===== src/rtl/i2s_pkg.sv =====
// Types and constants shared by the I2S transmitter and receiver.
package i2s_pkg;

    typedef enum logic {
        LEFT  = 1'b0,
        RIGHT = 1'b1
    } chan_e;

    localparam int unsigned I2S_DEFAULT_DEPTH = 16;
    localparam int unsigned I2S_BITCNT_W      = 6;

endpackage


===== src/rtl/i2s_rx_edge_sync.sv =====
// Synchronizes {bclk, wclk, din} into the mclk domain through one shared
// pipeline and produces a single-cycle strobe on each synced bclk rise.
module i2s_edge_sync #(
    parameter int unsigned SYNC_STAGES = 2
) (
    input  logic mclk,
    input  logic reset_n,
    input  logic bclk,
    input  logic wclk,
    input  logic din,
    output logic ws,
    output logic d,
    output logic bclk_rise
);

    logic [2:0] raw;
    logic [2:0] synced;
    logic       bclk_prev;

    assign raw = {bclk, wclk, din};

    generate
        if (SYNC_STAGES == 0) begin : g_bypass
            assign synced = raw;
        end else begin : g_sync
            // All three lines share one pipeline so their relative alignment survives.
            logic [2:0] pipe [SYNC_STAGES];

            always_ff @(posedge mclk) begin
                if (!reset_n) begin
                    for (int unsigned i = 0; i < SYNC_STAGES; i++) begin
                        pipe[i] <= '0;
                    end
                end else begin
                    pipe[0] <= raw;
                    for (int unsigned i = 1; i < SYNC_STAGES; i++) begin
                        pipe[i] <= pipe[i-1];
                    end
                end
            end

            assign synced = pipe[SYNC_STAGES-1];
        end
    endgenerate

    always_ff @(posedge mclk) begin
        if (!reset_n) begin
            bclk_prev <= 1'b0;
        end else begin
            bclk_prev <= synced[2];
        end
    end

    assign ws        = synced[1];
    assign d         = synced[0];
    assign bclk_rise = synced[2] & ~bclk_prev;

endmodule


===== src/rtl/i2s_rx.sv =====
// I2S receiver: assembles left/right channel words from the synced serial
// stream and presents each completed stereo pair on a valid/ready register.
module i2s_rx
    import i2s_pkg::*;
#(
    parameter int unsigned SAMPLE_DEPTH = I2S_DEFAULT_DEPTH,
    parameter int unsigned SYNC_STAGES  = 2
) (
    input  logic                    mclk,
    input  logic                    reset_n,
    input  logic                    bclk,
    input  logic                    wclk,
    input  logic                    din,
    output logic [SAMPLE_DEPTH-1:0] out_l,
    output logic [SAMPLE_DEPTH-1:0] out_r,
    output logic                    out_valid,
    input  logic                    out_ready,
    output logic                    locked,
    output logic                    overrun,
    output logic                    frame_err
);

    logic                    ws;
    logic                    d;
    logic                    bclk_rise;
    chan_e                   ws_prev;
    logic [I2S_BITCNT_W-1:0] k;
    logic [SAMPLE_DEPTH-1:0] shreg;
    logic [SAMPLE_DEPTH-1:0] word_next;
    logic [SAMPLE_DEPTH-1:0] l_word;
    logic                    ws_change;
    logic                    short_slot;
    logic                    pair_done;
    logic                    load;

    i2s_edge_sync #(
        .SYNC_STAGES(SYNC_STAGES)
    ) u_sync (
        .mclk     (mclk),
        .reset_n  (reset_n),
        .bclk     (bclk),
        .wclk     (wclk),
        .din      (din),
        .ws       (ws),
        .d        (d),
        .bclk_rise(bclk_rise)
    );

    // Current word with this rise's bit merged in; bits past SAMPLE_DEPTH never match.
    always_comb begin
        word_next = shreg;
        for (int unsigned i = 0; i < SAMPLE_DEPTH; i++) begin
            if (32'(k) == SAMPLE_DEPTH - 1 - i) begin
                word_next[i] = d;
            end
        end
    end

    assign ws_change  = (chan_e'(ws) != ws_prev);
    assign short_slot = (32'(k) + 32'd1) < SAMPLE_DEPTH;
    assign pair_done  = bclk_rise && ws_change && (ws_prev == RIGHT) && locked;
    assign load       = pair_done && (!out_valid || out_ready);

    always_ff @(posedge mclk) begin
        if (!reset_n) begin
            ws_prev   <= RIGHT;
            k         <= '0;
            shreg     <= '0;
            l_word    <= '0;
            locked    <= 1'b0;
            frame_err <= 1'b0;
            overrun   <= 1'b0;
            out_l     <= '0;
            out_r     <= '0;
            out_valid <= 1'b0;
        end else begin
            if (bclk_rise) begin
                if (ws_change) begin
                    // Clearing the assembly register here zero-fills short slots.
                    ws_prev <= chan_e'(ws);
                    k       <= '0;
                    shreg   <= '0;
                    if (locked && short_slot) begin
                        frame_err <= 1'b1;
                    end
                    if (ws_prev == LEFT) begin
                        l_word <= word_next;
                    end else begin
                        locked <= 1'b1;
                    end
                end else begin
                    shreg <= word_next;
                    if (k != '1) begin
                        k <= k + I2S_BITCNT_W'(1);
                    end
                end
            end

            if (load) begin
                out_l     <= l_word;
                out_r     <= word_next;
                out_valid <= 1'b1;
            end else if (out_valid && out_ready) begin
                out_valid <= 1'b0;
            end

            if (pair_done && !load) begin
                overrun <= 1'b1;
            end
        end
    end

endmodule

===== config.mk =====
export PLATFORM = sky130hd
export DESIGN_NAME = i2s_rx
export DESIGN_NICKNAME = d
export VERILOG_FILES = /design/src/rtl/i2s_pkg.sv /design/src/rtl/i2s_rx_edge_sync.sv /design/src/rtl/i2s_rx.sv
export SDC_FILE = /design/constraint.sdc
export NUM_CORES = 1
export LEC_CHECK = 0
export ABC_AREA = 1
export CORE_ASPECT_RATIO = 1.5
export CORE_MARGIN = 4
export CORE_UTILIZATION = 23
export DETAILED_ROUTE_END_ITERATION = 12
export SYNTH_ARGS = -nofsm -noshare
export SYNTH_HDL_FRONTEND = slang
export SYNTH_SLANG_ARGS = --single-unit
export TNS_END_PERCENT = 5

===== constraint.sdc =====
create_clock -name mclk -period 1.6 [get_ports mclk]
set_clock_uncertainty 0.15 [all_clocks]
set_input_delay 0.16 -clock mclk [delete_from_list [all_inputs] [get_ports mclk]]
set_output_delay 0.16 -clock mclk [all_outputs]
set_load 0.02 [all_outputs]

**Word-level counts from Yosys, hierarchy flattened**

Memory sizes are Yosys's and may differ from the RTL's.
Cells that the tools add are included.

- Bits in registers: 76
- Memory bits (writable): 6
- Output and inout port bits: 36
- Memories: 1

Memory list:

| name | words | width | read ports | clocked after Yosys merged registers in | write ports | line | RTL |
|---|---|---|---|---|---|---|---|
| u_sync.g_sync.pipe | 2 | 3 | 2 | 0 | 2 | i2s_rx_edge_sync.sv:27 | `logic [2:0] pipe [SYNC_STAGES];` |

- $add $sub $neg: 2
- Order comparisons: 1
- Equality and inequality tests: 17
- Mux-type cells: 25
- Bitwise logic cells: 5
- Reductions and logical operators: 18

Operators with widths:

| cell | number |
|---|---|
| equality test 6 x 4 -> 1 bit (second input constant) | 8 |
| equality test 6 x 3 -> 1 bit (second input constant) | 4 |
| 2-to-1 mux 1 bit | 20 |
| 2-to-1 mux 16 bit | 1 |
| equality test 6 x 2 -> 1 bit (second input constant) | 2 |
| 2-to-1 mux 6 bit | 2 |
| AND reduction 3 bit | 3 |
| adder 6 x 1 -> 7 bit (second input constant) | 1 |
| logical AND 1 bit | 7 |
| < comparator 7 x 5 -> 1 bit (second input constant) | 1 |
| adder 6 x 1 -> 6 bit (second input constant) | 1 |
| equality test 6 x 1 -> 1 bit (second input constant) | 1 |
| logical NOT 6 bit | 1 |
| 2-to-1 mux 3 bit | 2 |
| inequality test 6 bit (second input constant) | 1 |
| AND reduction 2 bit | 2 |
| nonzero test 2 bit | 2 |
| logical NOT 1 bit | 2 |
| inverter 1 bit | 2 |
| OR 1 bit | 2 |
| AND 1 bit | 1 |
| logical OR 1 bit | 1 |
| inequality test 1 bit | 1 |

**Logic depth before layout (Yosys ltp)**

Gate-level depths: netlist of run 1.

- Word-level depth: 8
- Depth in mapped cells: 9

**By module**

From an unflattened synthesis of run 1, not the netlist that was laid out.

- Cells, all modules: 506
- Area total of the unflattened synthesis: 3631.0 sq um

Modules (own cells, without submodules):

| module | instances | cells an instance | area an instance (sq um) | seq. area each (sq um) |
|---|---|---|---|---|
| i2s_rx | 1 | 483 | 3430.8 | 1501.4 |
| i2s_edge_sync | 1 | 23 | 200.2 | 140.1 |

**Worst setup path before layout of run 1**

OpenSTA, ideal clock, no wires.

- Kind: reg-to-reg
- Start: reg k[1]
- End: reg l_word[12]
- Arrival: 1.199 ns
- Path slack: 0.135 ns
- Stages on the path, launching flop included: 9
- Buffers on the path: 0
- Period minus slack after synthesis: 1.465 ns
- Cells stage by stage: dfxtp_1 -> ha_1 -> inv_1 -> nor2_2 -> nand2_1 -> nand2_1 -> o21ai_1 -> o21ai_0 -> inv_1

- Longest elaborated chain between the ends: 2

RTL lines:

| what | line | RTL |
|---|---|---|
| from (decl) | i2s_rx.sv:27 | `logic [I2S_BITCNT_W-1:0] k;` |
| from (signal assigned) | i2s_rx.sv:94 | `k <= k + I2S_BITCNT_W'(1);` |
| equality test 6 x 2 -> 1 bit | i2s_rx.sv:53 | `if (32'(k) == SAMPLE_DEPTH - 1 - i) begin` |
| 2-to-1 mux 1 bit | i2s_rx.sv:53 |  |
| to (signal assigned) | i2s_rx.sv:87 | `l_word <= word_next;` |
| to (decl) | i2s_rx.sv:30 | `logic [SAMPLE_DEPTH-1:0] l_word;` |

Every way passes these cells.
A chain may end at the register's enable or synchronous reset.

**Final worst setup path of run 1**

- Start: reg k[0]
- End: reg out_r[1]

- Longest elaborated chain between the ends: 2

RTL lines:

| what | line | RTL |
|---|---|---|
| equality test 6 x 4 -> 1 bit | i2s_rx.sv:53 |  |
| 2-to-1 mux 1 bit | i2s_rx.sv:53 |  |
| to (signal assigned) | i2s_rx.sv:101 | `out_r <= word_next;` |
| to (decl) | i2s_rx.sv:15 | `output logic [SAMPLE_DEPTH-1:0] out_r,` |

Every way passes these cells.

==> flow_metrics.env, run 1 <==
export IMPL_cp_cell_sequence="inv_6 -> ha_4 -> inv_2 -> nor2_4 -> buf_6 -> nand2_2 -> nand2_2 -> o21ai_2 -> nor2_1 -> nor2_1"
export IMPL_syn_to_final_growth_pct=37.60
export IMPL_fp_dieArea_mm2=0.01796
export IMPL_start_kind="flop"
export IMPL_synth_nets=530
export IMPL_final_period_utilization_pct=99.15
export IMPL_powerDensity_mw_per_mm2=936.6
export IMPL_drv_slew=0
export IMPL_grt_pass1_wl_um=13530
export IMPL_htree_levels=3
export IMPL_postSynthCellCount=520
export IMPL_globalplace_congestion=0.7896
export IMPL_yosysSeqAreaShare_pct=45.05
export IMPL_firstDrtPassIters=4
export IMPL_drc=0
export IMPL_use_met3_pct=1.565
export IMPL_grt_busiest_layer="met2"
export IMPL_critical_path_slowest_cell="dfxtp_4"
export IMPL_initial_core_util_pct=23.32
export IMPL_grt_setup_unrepaired="true"
export IMPL_cts_tree="built"
export IMPL_path_buf_inv=3
export IMPL_drt_first_iter_violations=141
export IMPL_peakVddDrop_uv=486.6
export IMPL_grt_ovfl_total=0
export IMPL_worst_slew_pin_slew_ns=0.2968
export IMPL_ioPinCount=42
export IMPL_pwr_share_comb_pct=4.3
export IMPL_layout_commonest_cell="nand2_1"
export IMPL_cts_buffer_depth=2
export IMPL_mostFrequentLayoutCells="nand2_1 (79), dfxtp_1 (78), nor2_1 (75), inv_1 (70), a21oi_1 (37)"
export IMPL_diodes=0
export IMPL_crit_path_max_fanout=7
export IMPL_gr_usage_met1_pct=9.954
export IMPL_syn_area_mm2=0.003643
export IMPL_dp_cells=757
export IMPL_fillers=1662
export IMPL_min_path_type="in2reg"
export IMPL_grt_max_degree=42
export IMPL_vias_per_cell=4.131
export IMPL_slew_limit_headroom_pct=80.17
export IMPL_cts_made_buffers=9
export IMPL_fin_crit_ns=1.586
export IMPL_drt_total_wl_um=8015
export IMPL_yosys_area_share_simple_pct=26.68
export IMPL_p_sw_uw=946.7
export IMPL_p_int_uw=3749
export IMPL_post_synth_cell_area_avg_um2=7.007
export IMPL_timing_hold_ws_ns=0.1995
export IMPL_p_seq_share_pct=44.1
export IMPL_synth_top_family_by_area="simple AND/OR/NAND/NOR gates"
export IMPL_grtUsageMet2_pct=16.82
export IMPL_grt_use_total_pct=9.126
export IMPL_core_area_mm2=0.01563
export IMPL_cp_end_kind="flop"
export IMPL_ys_types=26
export IMPL_clkLatencyLatePin_ns=0.34
export IMPL_ant_nets=0
export IMPL_layout_nets=582
export IMPL_crit_family="simple AND/OR/NAND/NOR gates"
export IMPL_worstSetupPathType="reg2reg"
export IMPL_die_width_um=110.8
export IMPL_final_cell_count_no_fill=780
export IMPL_p_leak_uw=0.002428
export IMPL_p_sw_share_pct=20.16
export IMPL_setup_viol=0
export IMPL_yosys_warnings=0
export IMPL_cts_root_buf="clkbuf_16"
export IMPL_clk_pin_slew_ns=0.06
export IMPL_worst_ep_required_time_ns=1.68
export IMPL_die_h_um=162.2
export IMPL_port_buffers=41
export IMPL_dp_hpwl_um=5440
export IMPL_worstPathArrival_ns=1.66
export IMPL_grt_pass1_vias=2950
export IMPL_cts_sinks=82
export IMPL_run_status="finished, final reports clean"
export IMPL_ys_ff_latch=82
export IMPL_rows=56
export IMPL_antenna_found_initial=0
export IMPL_cap_viol_max_count=0
export IMPL_max_freq_ghz=0.6303
export IMPL_hold_violations=0
export IMPL_synthMuxAreaShare_pct=0
export IMPL_dr_total_vias=3222
export IMPL_yosys_area_share_adder_pct=1.374
export IMPL_drive_gt1_share_pct=17.33
export IMPL_max_stage_delay_ns=0.37
export IMPL_synthXorXnorAreaFrac_pct=0.2404
export IMPL_synth_compound_area_share_pct=15.18
export IMPL_routedWlPerCell_um=10.28
export IMPL_power_frac_clock_pct=51.6
## cells in the mapped netlist, drive strengths merged
cell | n | area, µm²
nand4 | 1 | 6.260
buf | 9 | 62.55
a31oi | 1 | 6.260
or2 | 1 | 6.260
dfxtp | 82 | 1642
a21oi | 39 | 195.2
clkinv | 1 | 5.000
xor2 | 1 | 8.760
clkbuf | 14 | 53.80
o21ai | 68 | 351.6
ha | 4 | 50.05
nor2 | 85 | 376.6
nand2 | 100 | 397.9
inv | 79 | 296.5
nand3 | 35 | 185.2
## layer usage
metal | share of wire, % | wire, µm | up-vias
li1 | - | - | 1733
met1 | 43 | 3447 | 1441
met2 | 52 | 4188 | 36
met3 | 2.3 | 186 | 12
met4 | 2.4 | 192 | 0
met5 | 0 | 0 | -
## power groups by stage
| stage | clock (µW) | sequential, µW | combinational [µW] |
|---|---|---|---|
| 6_report | 2420 | 2070 | 203 |
| 5_1_grt | 2540 | 2070 | 223 |
| 4_1_cts | 2480 | 2070 | 195 |
| 3_5_place_dp | 0 | 2120 | 196 |
| 3_3_place_gp | 0 | 2120 | 195 |
| 2_1_floorplan | 0 | 2130 | 102 |
## per-stage QoR
step	TNS, ns	util [%]	power (µW)	cell area [µm²]	setup slack (ns)
2_1_floorplan	0	-	2232	3643	0.1355
3_3_place_gp	-3.202	27.99	2314	4374	-0.1450
3_5_place_dp	-3.678	27.99	2317	4374	-0.1848
4_1_cts	0	30.26	4749	4728	0.0006500
5_1_grt	-0.7408	32.09	4837	5014	-0.06957
6_report	0	32.09	4696	5014	0.01356
## layout make-up
| type | instances | area [µm²] | share of cell area, % |
|---|---|---|---|
| clock buffer | 12 | 256.5 | 5.116 |
| sequential | 82 | 1652 | 32.94 |
| clock inverter | 4 | 97.59 | 1.947 |
| multi-input combinational | 335 | 1734 | 34.59 |
| timing repair buffer | 64 | 705.7 | 14.08 |
| inverter | 80 | 314.1 | 6.264 |
| tap | 203 | 254.0 | 5.066 |
## flip-flops by register name (all words and copies together), names as in the netlist
name	count
locked	1
overrun	1
out_valid	1
k	6
l_word	16
out_r	16
frame_err	1
u_sync.bclk_prev	1
ws_prev	1
out_l	16
u_sync.g_sync.pipe	6
shreg	16
## final timing paths
check                                               from                        to  slack (ns)  depth (start not counted)
worst min register to register  u_sync.g_sync.pipe[0][0]  u_sync.g_sync.pipe[0][3]        0.26                          2
worst max register to register                      k[0]                  out_r[1]        0.01                         10
worst max-delay path                                k[0]                  out_r[1]        0.01                         10
worst min-delay path                                bclk  u_sync.g_sync.pipe[0][2]        0.20                          3
## logic make-up after synthesis
group | after synthesis
simple gates | 222
compound gates | 108
buf+inv | 103
flops | 82
fa+ha+maj | 4
xor+xnor | 1
## worst reg2reg max path, cell delays in order (launching register included)
cell	delay [ns]
dfxtp_4	0.37
inv_6	0.08
ha_4	0.12
inv_2	0.04
nor2_4	0.22
buf_6	0.14
nand2_2	0.06
nand2_2	0.08
o21ai_2	0.06
nor2_1	0.12
nor2_1	0.05
## repair_timing
action                     CTS  global route
hold buffers                 0             0
pin swaps                    3            16
buffers inserted             0             7
setup endpoints to repair   39            75
gates resized for setup     15            86
Note: power is estimated with default switching activity, not from simulation.
==> run 2: changes to the inputs <==
ABC_AREA = unset   (was 1)
==> flow_metrics.env, run 2 <==
export IMPL_peakVddDrop_uv=541.7
export IMPL_dr_total_vias=2672
export IMPL_clk_pin_slew_ns=0.06
export IMPL_yosys_warnings=0
export IMPL_fin_ws_ns=-0.02644
export IMPL_run_status="finished with violations"
export IMPL_syn_to_final_growth_pct=41.75
export IMPL_cts_made_buffers=9
export IMPL_layout_nets=421
export IMPL_die_width_um=103.4
export IMPL_drv_slew=0
export IMPL_synth_ff_type="dfxtp_1"
export IMPL_post_cts_buffers=0
export IMPL_final_period_utilization_pct=101.7
export IMPL_ant_nets=0
export IMPL_routedWlPerCell_um=14.44
export IMPL_synth_edf_count=0
export IMPL_synth_nets=362
export IMPL_p_sw_share_pct=21.50
export IMPL_final_cell_area_mm2=0.004448
export IMPL_synth_compound_area_share_pct=19.14
export IMPL_final_setup_tns_ns=-0.1329
export IMPL_min_path_type="in2reg"
export IMPL_synth_common_cells="dfxtp_1 (82), nand2_1 (68), o21ai_0 (45)"
export IMPL_slew_limit_headroom_pct=72.76
export IMPL_grt_pass1_vias=2569
export IMPL_hold_buffers=0
export IMPL_ys_types=36
export IMPL_yosysMostFrequentCell="dfxtp_1"
export IMPL_rows=52
export IMPL_port_buffers=41
export IMPL_start_kind="flop"
export IMPL_rr_worst_depth=5
export IMPL_violations="negative setup slack"
export IMPL_p_leak_uw=0.001858
export IMPL_rrSetupSlack_ns=-0.03
export IMPL_fp_dieArea_mm2=0.01561
export IMPL_p_seq_share_pct=47.3
export IMPL_postPlaceCellArea_mm2=0.003948
export IMPL_cts_tree="built"
export IMPL_layout_commonest_cell="dfxtp_1"
export IMPL_worstPathArrival_ns=1.72
export IMPL_drt_first_iter_violations=136
export IMPL_mostFrequentLayoutCells="dfxtp_1 (75), nand2_1 (63), o21ai_0 (32), dlygate4sd2_1 (30), a21oi_1 (26)"
export IMPL_worst_ep_required_time_ns=1.69
export IMPL_vias_per_cell=4.623
export IMPL_ys_ff_latch=82
export IMPL_cp_end_kind="flop"
export IMPL_die_h_um=151.1
export IMPL_grt_pass1_wl_um=13050
export IMPL_synth_top_area_share_pct=52.31
export IMPL_fin_crit_ns=1.626
export IMPL_p_sw_uw=940.1
export IMPL_clkLatencyLatePin_ns=0.34
export IMPL_ys_async_sr_fraction_pct=0
export IMPL_max_freq_ghz=0.6148
export IMPL_core_area_mm2=0.01347
export IMPL_cts_root_buf="clkbuf_16"
export IMPL_cts_buffer_depth=2
export IMPL_setup_viol=14
export IMPL_syn_area_mm2=0.003138
export IMPL_crit_path_max_fanout=6
export IMPL_yosys_area_share_adder_pct=1.595
export IMPL_worstSetupPathType="reg2reg"
export IMPL_yosys_area_share_simple_pct=16.51
export IMPL_hold_violations=0
export IMPL_yosysSeqAreaShare_pct=52.31
export IMPL_cap_viol_max_count=0
export IMPL_grt_use_total_pct=10.78
export IMPL_post_synth_cell_area_avg_um2=8.915
export IMPL_power_frac_clock_pct=49.1
export IMPL_worst_slew_pin_slew_ns=0.4070
export IMPL_drt_total_wl_um=8345
export IMPL_firstDrtPassIters=5
export IMPL_postSynthCellCount=352
export IMPL_grt_setup_unrepaired="true"
export IMPL_grt_max_degree=49
export IMPL_htree_levels=3
export IMPL_synthXorXnorAreaFrac_pct=0.8373
export IMPL_yosysTopAreaCell="dfxtp_1"
export IMPL_diodes=0
export IMPL_drive_gt1_share_pct=21.88
export IMPL_initial_core_util_pct=23.30
export IMPL_netlist_top_cells_area="dfxtp_1 (52%), nand2_1 (8.1%), o21ai_0 (7.2%), a21oi_1 (5.4%), mux2i_1 (5.4%)"
export IMPL_drc=0
export IMPL_cts_sinks=82
export IMPL_p_int_uw=3432
export IMPL_grt_ovfl_total=0
export IMPL_antenna_found_initial=0
export IMPL_synth_top_family_by_area="compound AO/OA/AOI/OAI gates"
export IMPL_pwr_share_comb_pct=3.6
export IMPL_synthMuxAreaShare_pct=5.423
export IMPL_powerDensity_mw_per_mm2=983.0
export IMPL_globalplace_congestion=0.9007
export IMPL_hold_depth=2
export IMPL_post_place_ws_ns=-0.3589
export IMPL_dp_hpwl_um=5515
export IMPL_ioPinCount=42
-- run 2: cell count changes after synthesis, moves of 17 or more --
cell      delta
inv_1       -71
nand3_1     -27
a21boi_0    +17
nand2_1     -27
mux2i_1     +17
nor2_1      -70
-- run 2: worst paths after layout --
check / startpoint / endpoint
worst max register to register: k[1] / frame_err
worst max-delay path: k[1] / frame_err
worst min-delay path: din / u_sync.g_sync.pipe[0][0]
worst min register to register: u_sync.g_sync.pipe[0][2] / u_sync.g_sync.pipe[0][5]
-- run 2: per-layer routing --
metal | up-vias | GRT usage, % | share of wire [%]
met5 | - | 0 | 0
met2 | 62 | 17.53 | 50
met1 | 1268 | 13.17 | 43
met3 | 18 | 2.396 | 3.8
met4 | 0 | 5.444 | 3.0
li1 | 1324 | - | -
-- run 2: area by class of cell --
| class | instances | area, µm² |
|---|---|---|
| Clock buffer | 11 | 252.7 |
| Sequential cell | 82 | 1655 |
| Timing Repair Buffer | 72 | 716.9 |
| Fill cell | 1330 | 9020 |
| Inverter | 4 | 17.52 |
| Clock inverter | 5 | 60.06 |
| Multi-Input combinational cell | 242 | 1543 |
| Tap cell | 162 | 202.7 |
-- run 2: kinds of logic after synthesis --
kind of cell             after synthesis
AO/OA/AOI/OAI                        107
XOR/XNOR                               3
adder cells (fa/ha/maj)                4
buffers and inverters                 28
flip-flops                            82
multiplexers                          17
AND/OR/NAND/NOR                      111
-- run 2: through the flow --
| stage | total power, µW | hold WS [ns] | instances | util (%) |
|---|---|---|---|---|
| 2_1_floorplan | 2191 | 0.1373 | 352 | - |
| 5_1_grt | 4524 | 0.2632 | 578 | 33.03 |
| 6_report | 4372 | 0.2513 | 578 | 33.03 |
| 4_1_cts | 4413 | 0.2480 | 578 | 31.64 |
| 3_3_place_gp | 2268 | 0.2701 | 562 | 29.31 |
| 3_5_place_dp | 2269 | 0.2685 | 562 | 29.31 |
-- run 2: critical path, stage by stage, from the launching register on --
cell and delay, ns:
dfxtp_4 0.37, ha_4 0.17, and3_2 0.24, and3_1 0.18, o2111a_1 0.25, o21a_1 0.16
-- run 2: power by group through the flow --
stage / combinational [µW] / clock, µW / sequential, µW
finish: 159 / 2150 / 2070
floorplan: 71.4 / 0 / 2120
global route: 171 / 2290 / 2070
detailed placement: 155 / 0 / 2110
global placement: 154 / 0 / 2110
CTS: 155 / 2190 / 2070
-- run 2: timing repair --
action / CTS / global route
gates resized for setup: 48 / 59
pin swaps: 4 / 14
endpoints found under the setup margin: 84 / 74
cloned: 0 / 1
